$ cat src/rtl/cordic_rom_loader.sv
// cordic_rom_loader
//
// Loads a CORDIC coefficient table from a byte stream. Every six accepted
// bytes are packed MSB first into one 48-bit word, which is written to the
// table with a one-cycle strobe. After ENTRIES words, one more byte is
// taken as a checksum and compared with the 8-bit running sum of all
// payload bytes.
//
// Ports
//   clk        system clock, rising edge
//   reset      synchronous active-low reset
//   start      begins a session from IDLE or DONE, ignored while busy
//   din        input byte stream
//   din_valid  din holds a valid byte
//   din_ready  loader accepts din this cycle
//   wen        one-cycle table write strobe
//   index_wri  table write address, holds the last written value
//   D          table write data, holds the last written value
//   busy       session in progress
//   done       session finished, held until the next start
//   err        checksum mismatch on the last session, valid while done=1
//
// state   | meaning
// --------+------------------------------------------------------------
// S_IDLE  | waiting for start, stream not accepted
// S_LOAD  | accepting payload bytes into the assembly register
// S_WRITE | single-cycle table write of the assembled word
// S_CHECK | waiting for the checksum byte
// S_DONE  | session complete, err valid, waiting for start

module cordic_rom_loader #(
    parameter int ENTRIES = 64
) (
    input  logic        clk,
    input  logic        reset,
    input  logic        start,
    input  logic [7:0]  din,
    input  logic        din_valid,
    output logic        din_ready,
    output logic        wen,
    output logic [5:0]  index_wri,
    output logic [47:0] D,
    output logic        busy,
    output logic        done,
    output logic        err
);

    typedef enum logic [2:0] {
        S_IDLE,
        S_LOAD,
        S_WRITE,
        S_CHECK,
        S_DONE
    } state_t;

    localparam logic [5:0] LAST_IDX = 6'(ENTRIES - 1);

    state_t      state;
    state_t      state_nxt;
    logic [5:0]  word_idx;
    logic [2:0]  byte_cnt;
    logic [7:0]  csum;
    // Only the first five bytes of a word are buffered; the sixth goes
    // straight from din into D.
    logic [39:0] shift_reg;
    logic        session_start;
    logic        word_last_byte;

    assign session_start  = ((state == S_IDLE) || (state == S_DONE)) && start;
    assign word_last_byte = (byte_cnt == 3'd5);

    always_ff @(posedge clk) begin
        if (!reset) begin
            state <= S_IDLE;
        end else begin
            state <= state_nxt;
        end
    end

    always_comb begin
        state_nxt = state;
        din_ready = 1'b0;
        busy      = 1'b0;
        wen       = 1'b0;
        done      = 1'b0;
        case (state)
            S_IDLE: begin
                if (start) begin
                    state_nxt = S_LOAD;
                end
            end
            S_LOAD: begin
                din_ready = 1'b1;
                busy      = 1'b1;
                if (din_valid && word_last_byte) begin
                    state_nxt = S_WRITE;
                end
            end
            S_WRITE: begin
                wen  = 1'b1;
                busy = 1'b1;
                if (word_idx == LAST_IDX) begin
                    state_nxt = S_CHECK;
                end else begin
                    state_nxt = S_LOAD;
                end
            end
            S_CHECK: begin
                din_ready = 1'b1;
                busy      = 1'b1;
                if (din_valid) begin
                    state_nxt = S_DONE;
                end
            end
            S_DONE: begin
                done = 1'b1;
                if (start) begin
                    state_nxt = S_LOAD;
                end
            end
            default: begin
                state_nxt = S_IDLE;
            end
        endcase
    end

    always_ff @(posedge clk) begin
        if (!reset) begin
            word_idx  <= '0;
            byte_cnt  <= '0;
            csum      <= '0;
            shift_reg <= '0;
            index_wri <= '0;
            D         <= '0;
            err       <= 1'b0;
        end else begin
            if (session_start) begin
                word_idx <= '0;
                byte_cnt <= '0;
                csum     <= '0;
                err      <= 1'b0;
            end

            if ((state == S_LOAD) && din_valid) begin
                shift_reg <= {shift_reg[31:0], din};
                csum      <= csum + din;
                if (word_last_byte) begin
                    byte_cnt  <= '0;
                    // Latch address and data on entry to S_WRITE so both
                    // hold the last written values afterwards.
                    D         <= {shift_reg, din};
                    index_wri <= word_idx;
                end else begin
                    byte_cnt <= byte_cnt + 3'd1;
                end
            end

            if (state == S_WRITE) begin
                word_idx <= word_idx + 6'd1;
            end

            if ((state == S_CHECK) && din_valid) begin
                err <= (din != csum);
            end
        end
    end

endmodule

$ cat config.mk
export PLATFORM = sky130hd
export DESIGN_NAME = cordic_rom_loader
export DESIGN_NICKNAME = d
export VERILOG_FILES = /design/src/rtl/cordic_rom_loader.sv
export SDC_FILE = /design/constraint.sdc
export NUM_CORES = 1
export LEC_CHECK = 0
export ABC_AREA = 1
export CAP_MARGIN = 10
export CORE_MARGIN = 4
export CORE_UTILIZATION = 40
export DETAILED_ROUTE_END_ITERATION = 7
export GPL_TIMING_DRIVEN = 0
export PLACE_DENSITY = 0.72
export SLEW_MARGIN = 20
export SYNTH_ARGS = -nofsm -noshare
export SYNTH_HDL_FRONTEND = slang
export SYNTH_SLANG_ARGS = --single-unit
$ cat constraint.sdc
create_clock -name clk -period 2.5 [get_ports clk]
set_input_delay 0.375 -clock clk [delete_from_list [all_inputs] [get_ports clk]]
set_output_delay 0.375 -clock clk [all_outputs]
set_load 0.01 [all_outputs]
### Yosys cells after proc, flatten, opt, wreduce, memory -nomap -nowiden

Cells that the tools add are included.

* flip-flop bits (word level): 115
* bits in latches: 0
* memory bits (writable): 0
* ROM bits: 0
* bits of input ports: 12
* memories: 0

* add/sub/neg operators: 3
* multiply operators: 0
* divide/modulo/power cells: 0
* order comparisons: 0
* eq/ne operators: 10
* shifts and indexed selects: 0
* muxes and demuxes: 18
* bitwise gates (word level): 0
* reductions and logical operators: 14

Operators by type and width (count)
* two-way mux 3 bit: 6
* two-way mux 8 bit: 2
* two-way mux 6 bit: 2
* case mux 3 bit (4 select lines): 1
* adder 8 bit: 1
* != test 8 bit: 1
* adder 6 x 1 -> 6 bit (second input constant): 1
* == test 3 x 2 -> 1 bit (second input constant): 2
* == test 3 bit (second input constant): 2
* == test 6 bit (second input constant): 1
* two-way mux 1 bit: 6
* nonzero test 2 bit: 3
* logical AND 1 bit: 4
* != test 2 bit (second input constant): 2
* OR reduction 2 bit: 2
* adder 3 x 1 -> 3 bit (second input constant): 1
* == test 3 x 1 -> 1 bit (second input constant): 1
* zero test 3 bit: 1
* AND reduction 3 bit: 1
* OR reduction 3 bit: 1
* two-way mux 2 bit: 1
* != test 2 x 1 -> 1 bit (second input constant): 1
* AND reduction 2 bit: 1
* logical OR 1 bit: 1

### Logic depth before layout (Yosys ltp)

* depth after elaboration: 5
* mapped depth: 9
* depth with buffers taken out: 8

### Worst setup path after synthesis

No wires, ideal clock.

* path type: input-to-reg
* start: input din[0]
* end: register csum[4]
* arrival: 1429 ps
* setup slack: 1001 ps
* cell stages on the path: 7
* path buffers: 0
* cell sequence: ha_1 fa_1 a21oi_1 nor2_1 nor2_1 nand2_1 a21oi_1

* word-level cells in the longest chain between the ends: 2

RTL lines
* start: declaration: line 37 `input logic [7:0] din,`
* adder 8 bit: line 146 `csum <= csum + din;`
* two-way mux 8 bit: line 144 `if ((state == S_LOAD) && din_valid) begin`
* end signal: assignment: line 146
* end: declaration: line 62 `logic [7:0] csum;`

No other way between the ends.
A chain may end at the register's enable or synchronous reset.

### Final worst setup path

* start: register state[0]
* end: output wen

* word-level cells in the longest chain between the ends: 2

RTL lines
* start: declaration: line 58 `state_t state;`
* start signal: assignment: line 76 `state <= state_nxt;`
* == test 3 x 2 -> 1 bit: line 86 `case (state)`
* two-way mux 1 bit: line 86
* end: declaration: line 40 `output logic wen,`

No other way between the ends.

==> results_dict.tcl <==
set metrics [dict create \
    die_x_um 113.5 \
    worst_pin_slew_ns 0.6299 \
    slew_viol_final 0 \
    viasPerCell 5.106 \
    grt.total_usage_pct 19.10 \
    netlist_instances 557 \
    portBuffers 70 \
    antenna_found_initial 0 \
    dieHeight_um 113.5 \
    synthTopCellsByArea "dfxtp_1 52%, nor2_1 8.7%, o21ai_0 8.1%" \
    synth_area_per_cell_um2 7.997 \
    critPathKind "register to output port" \
    drcViolationCount 0 \
    path_clk_slew_ns 0.06 \
    syn2layout_area_growth_pct 32.67 \
    start_util_pct 40.91 \
    final-setup-viol-count 0 \
    dr.pass1.iters 5 \
    grt-ovfl-total 0 \
    drive_above_1_share_pct 9.105 \
    max_freq_ghz 0.4471 \
    core_area_mm2 0.01089 \
    yosysWarnings 0 \
    required_ns 2.12 \
    hold_violations 0 \
    cts-root-buf "clkbuf_8" \
    ys_seq_elements 115 \
    syn-num-nets 578 \
    htree_levels 4 \
    drt_iter0_drc 296 \
    clkSinkCount 115 \
    critPathLaunchType "register" \
    largest_reg_flops 48 \
    drt_wl_total_um 11830 \
    antenna_cells 0 \
    post_cts_buffers 0 \
    cp.arrival_ns 1.86 \
    outcome "finished clean" \
    crit_fanout 7 \
    ctsResizeCount 0 \
    max-vdd-ir-drop_mv 0.3792 \
    clock_latency_ns 0.51 \
    wl_per_cell_um 14.80 \
    end_kind "output port" \
    rsz0062_at_grt "no" \
    place.gp.congestion 0.8469 \
    drtAntennaViolNets 0 \
    grt_pass1_vias 4072 \
    cts-buffers-inserted 17 \
    grt_max_degree 17 \
    place_ws_ns 0.2508 \
    skew_ns 0.007875 \
    grt_pass1_wl_um 19450 \
    cts_tree "done" \
    pin_count 71 \
    p_per_area_mw_per_mm2 794.1 \
    fin_ws_ns 0.2633 \
    period_needed_ns 2.237 \
    fin_util_pct 54.27 \
    seq_area_frac_synth_pct 51.69 \
    hold_path.class "register to register" \
    fin_nets 667 \
    relSlewSlack_pct 58.01 \
    p_leak_nw 2.411 \
    synth_area_leader_cell "dfxtp_1" \
    finalSetupTns_ns 0 \
    floorplan.die_area_mm2 0.01289 \
    max_cap_viol_count 0 \
    rows 38 \
    vias 4080 \
    syn-cell-area_mm2 0.004454 \
    clock_tree.buffer_depth 2 \
    yosysTopAreaCellShare_pct 51.69 \
    hpwl_um 8480 \
    hold_buffers 0 \
    ys_types 28 \
    min_period_over_period_pct 89.47 \
]
-- critical path, cell delays in order, from the launching register on --
cell and delay [ns]:
dfxtp_1 0.35, inv_1 0.12, nand3_1 0.13, inv_1 0.19, clkdlybuf4s50_1 0.57
-- Yosys cell counts --
| cell | instances |
|---|---|
| nor2_8 | 1 |
| fa_1 | 1 |
| a211oi_1 | 17 |
| buf_1 | 2 |
| dfxtp_1 | 115 |
| nor2_4 | 1 |
| nand3_1 | 15 |
| buf_2 | 14 |
| a31oi_1 | 1 |
| inv_1 | 47 |
| o21ai_0 | 72 |
| xor2_1 | 1 |
| buf_6 | 3 |
| buf_4 | 1 |
| nor3_1 | 4 |
| nor4_1 | 1 |
| inv_2 | 3 |
| o21a_1 | 2 |
| clkbuf_1 | 12 |
| ha_1 | 8 |
| a21oi_1 | 64 |
| clkinv_1 | 1 |
| nand3_4 | 1 |
| nand2_1 | 54 |
| a211oi_2 | 4 |
| nand4_1 | 3 |
| nor2_1 | 103 |
| o21ai_1 | 6 |
-- logic make-up after synthesis --
family	count (synthesis)	share of synthesized area, %
AO/OA/AOI/OAI	166	20.42
XOR/XNOR	1	0.1967
adder cells (fa/ha/maj)	9	2.697
buffers and inverters	83	7.978
flip-flops	115	51.69
AND/OR/NAND/NOR	183	17.02
-- cell type report --
class	instances	area (µm²)
plain buffers	32	163.9
clock buffers	18	427.9
clock inverters	14	151.4
fillers	996	4979
inverters	51	191.4
multi-input cells	359	1797
flip-flops and latches	115	2302
well taps	140	175.2
repair buffers	70	700.7
-- final timing paths --
path                                                from                         to  slack [ns]  cells after the start
worst max-delay path               state[0]$_SDFFE_PN0P_                        wen        0.26                      4
worst min-delay path            word_idx[5]$_SDFFE_PN0P_   word_idx[5]$_SDFFE_PN0P_        0.47                      1
worst max register to register     state[2]$_SDFFE_PN0P_  index_wri[4]$_SDFFE_PN0P_        0.83                      8
worst min register to register  word_idx[5]$_SDFFE_PN0P_   word_idx[5]$_SDFFE_PN0P_        0.47                      1
-- where the power goes --
part | total, mW | switching, mW | internal, mW
clock | 2.34 | 0.885 | 1.45
sequential | 1.96 | 0.0448 | 1.91
combinational | 0.399 | 0.263 | 0.136
-- per-layer routing --
metal	GRT usage, %	share of wire, %
met3	5.517	5.8
met5	0	0
met1	23.32	44
met2	32.74	49
met4	5.529	1.0
-- placed cells by master, fill, tap and decap left out --
cell / synthesis / layout
a211oi_1: 17 / 17
a211oi_2: 4 / 4
a21oi_1: 64 / 64
a31oi_1: 1 / 1
buf_1: 2 / 2
buf_2: 14 / 14
buf_4: 1 / 1
buf_6: 3 / 3
bufinv_16: 0 / 2
clkbuf_1: 12 / 12
clkbuf_16: 0 / 16
clkbuf_8: 0 / 2
clkdlybuf4s50_1: 0 / 70
clkinv_1: 1 / 1
clkinv_2: 0 / 3
clkinv_4: 0 / 4
clkinvlp_4: 0 / 2
dfxtp_1: 115 / 115
fa_1: 1 / 1
ha_1: 8 / 8
inv_1: 47 / 47
inv_2: 3 / 3
inv_6: 0 / 3
nand2_1: 54 / 54
nand3_1: 15 / 15
nand3_4: 1 / 1
nand4_1: 3 / 3
nor2_1: 103 / 103
nor2_4: 1 / 1
nor2_8: 1 / 1
nor3_1: 4 / 4
nor4_1: 1 / 1
o21a_1: 2 / 2
o21ai_0: 72 / 72
o21ai_1: 6 / 6
xor2_1: 1 / 1
-- per-stage QoR --
| stage | instances | instance area, µm² | hold slack [ns] | power, mW |
|---|---|---|---|---|
| 6_report | 799 | 5909 | 0.4655 | 4.693 |
| 5_1_grt | 799 | 5909 | 0.5053 | 4.883 |
| 4_1_cts | 799 | 5909 | 0.4617 | 4.721 |
| 3_5_place_dp | 767 | 5330 | 0.4532 | 2.388 |
| 3_3_place_gp | 767 | 5330 | 0.4503 | 2.376 |
| 2_1_floorplan | 557 | 4454 | 0.4284 | 2.252 |
No activity file was read; power rests on OpenSTA's default activity.
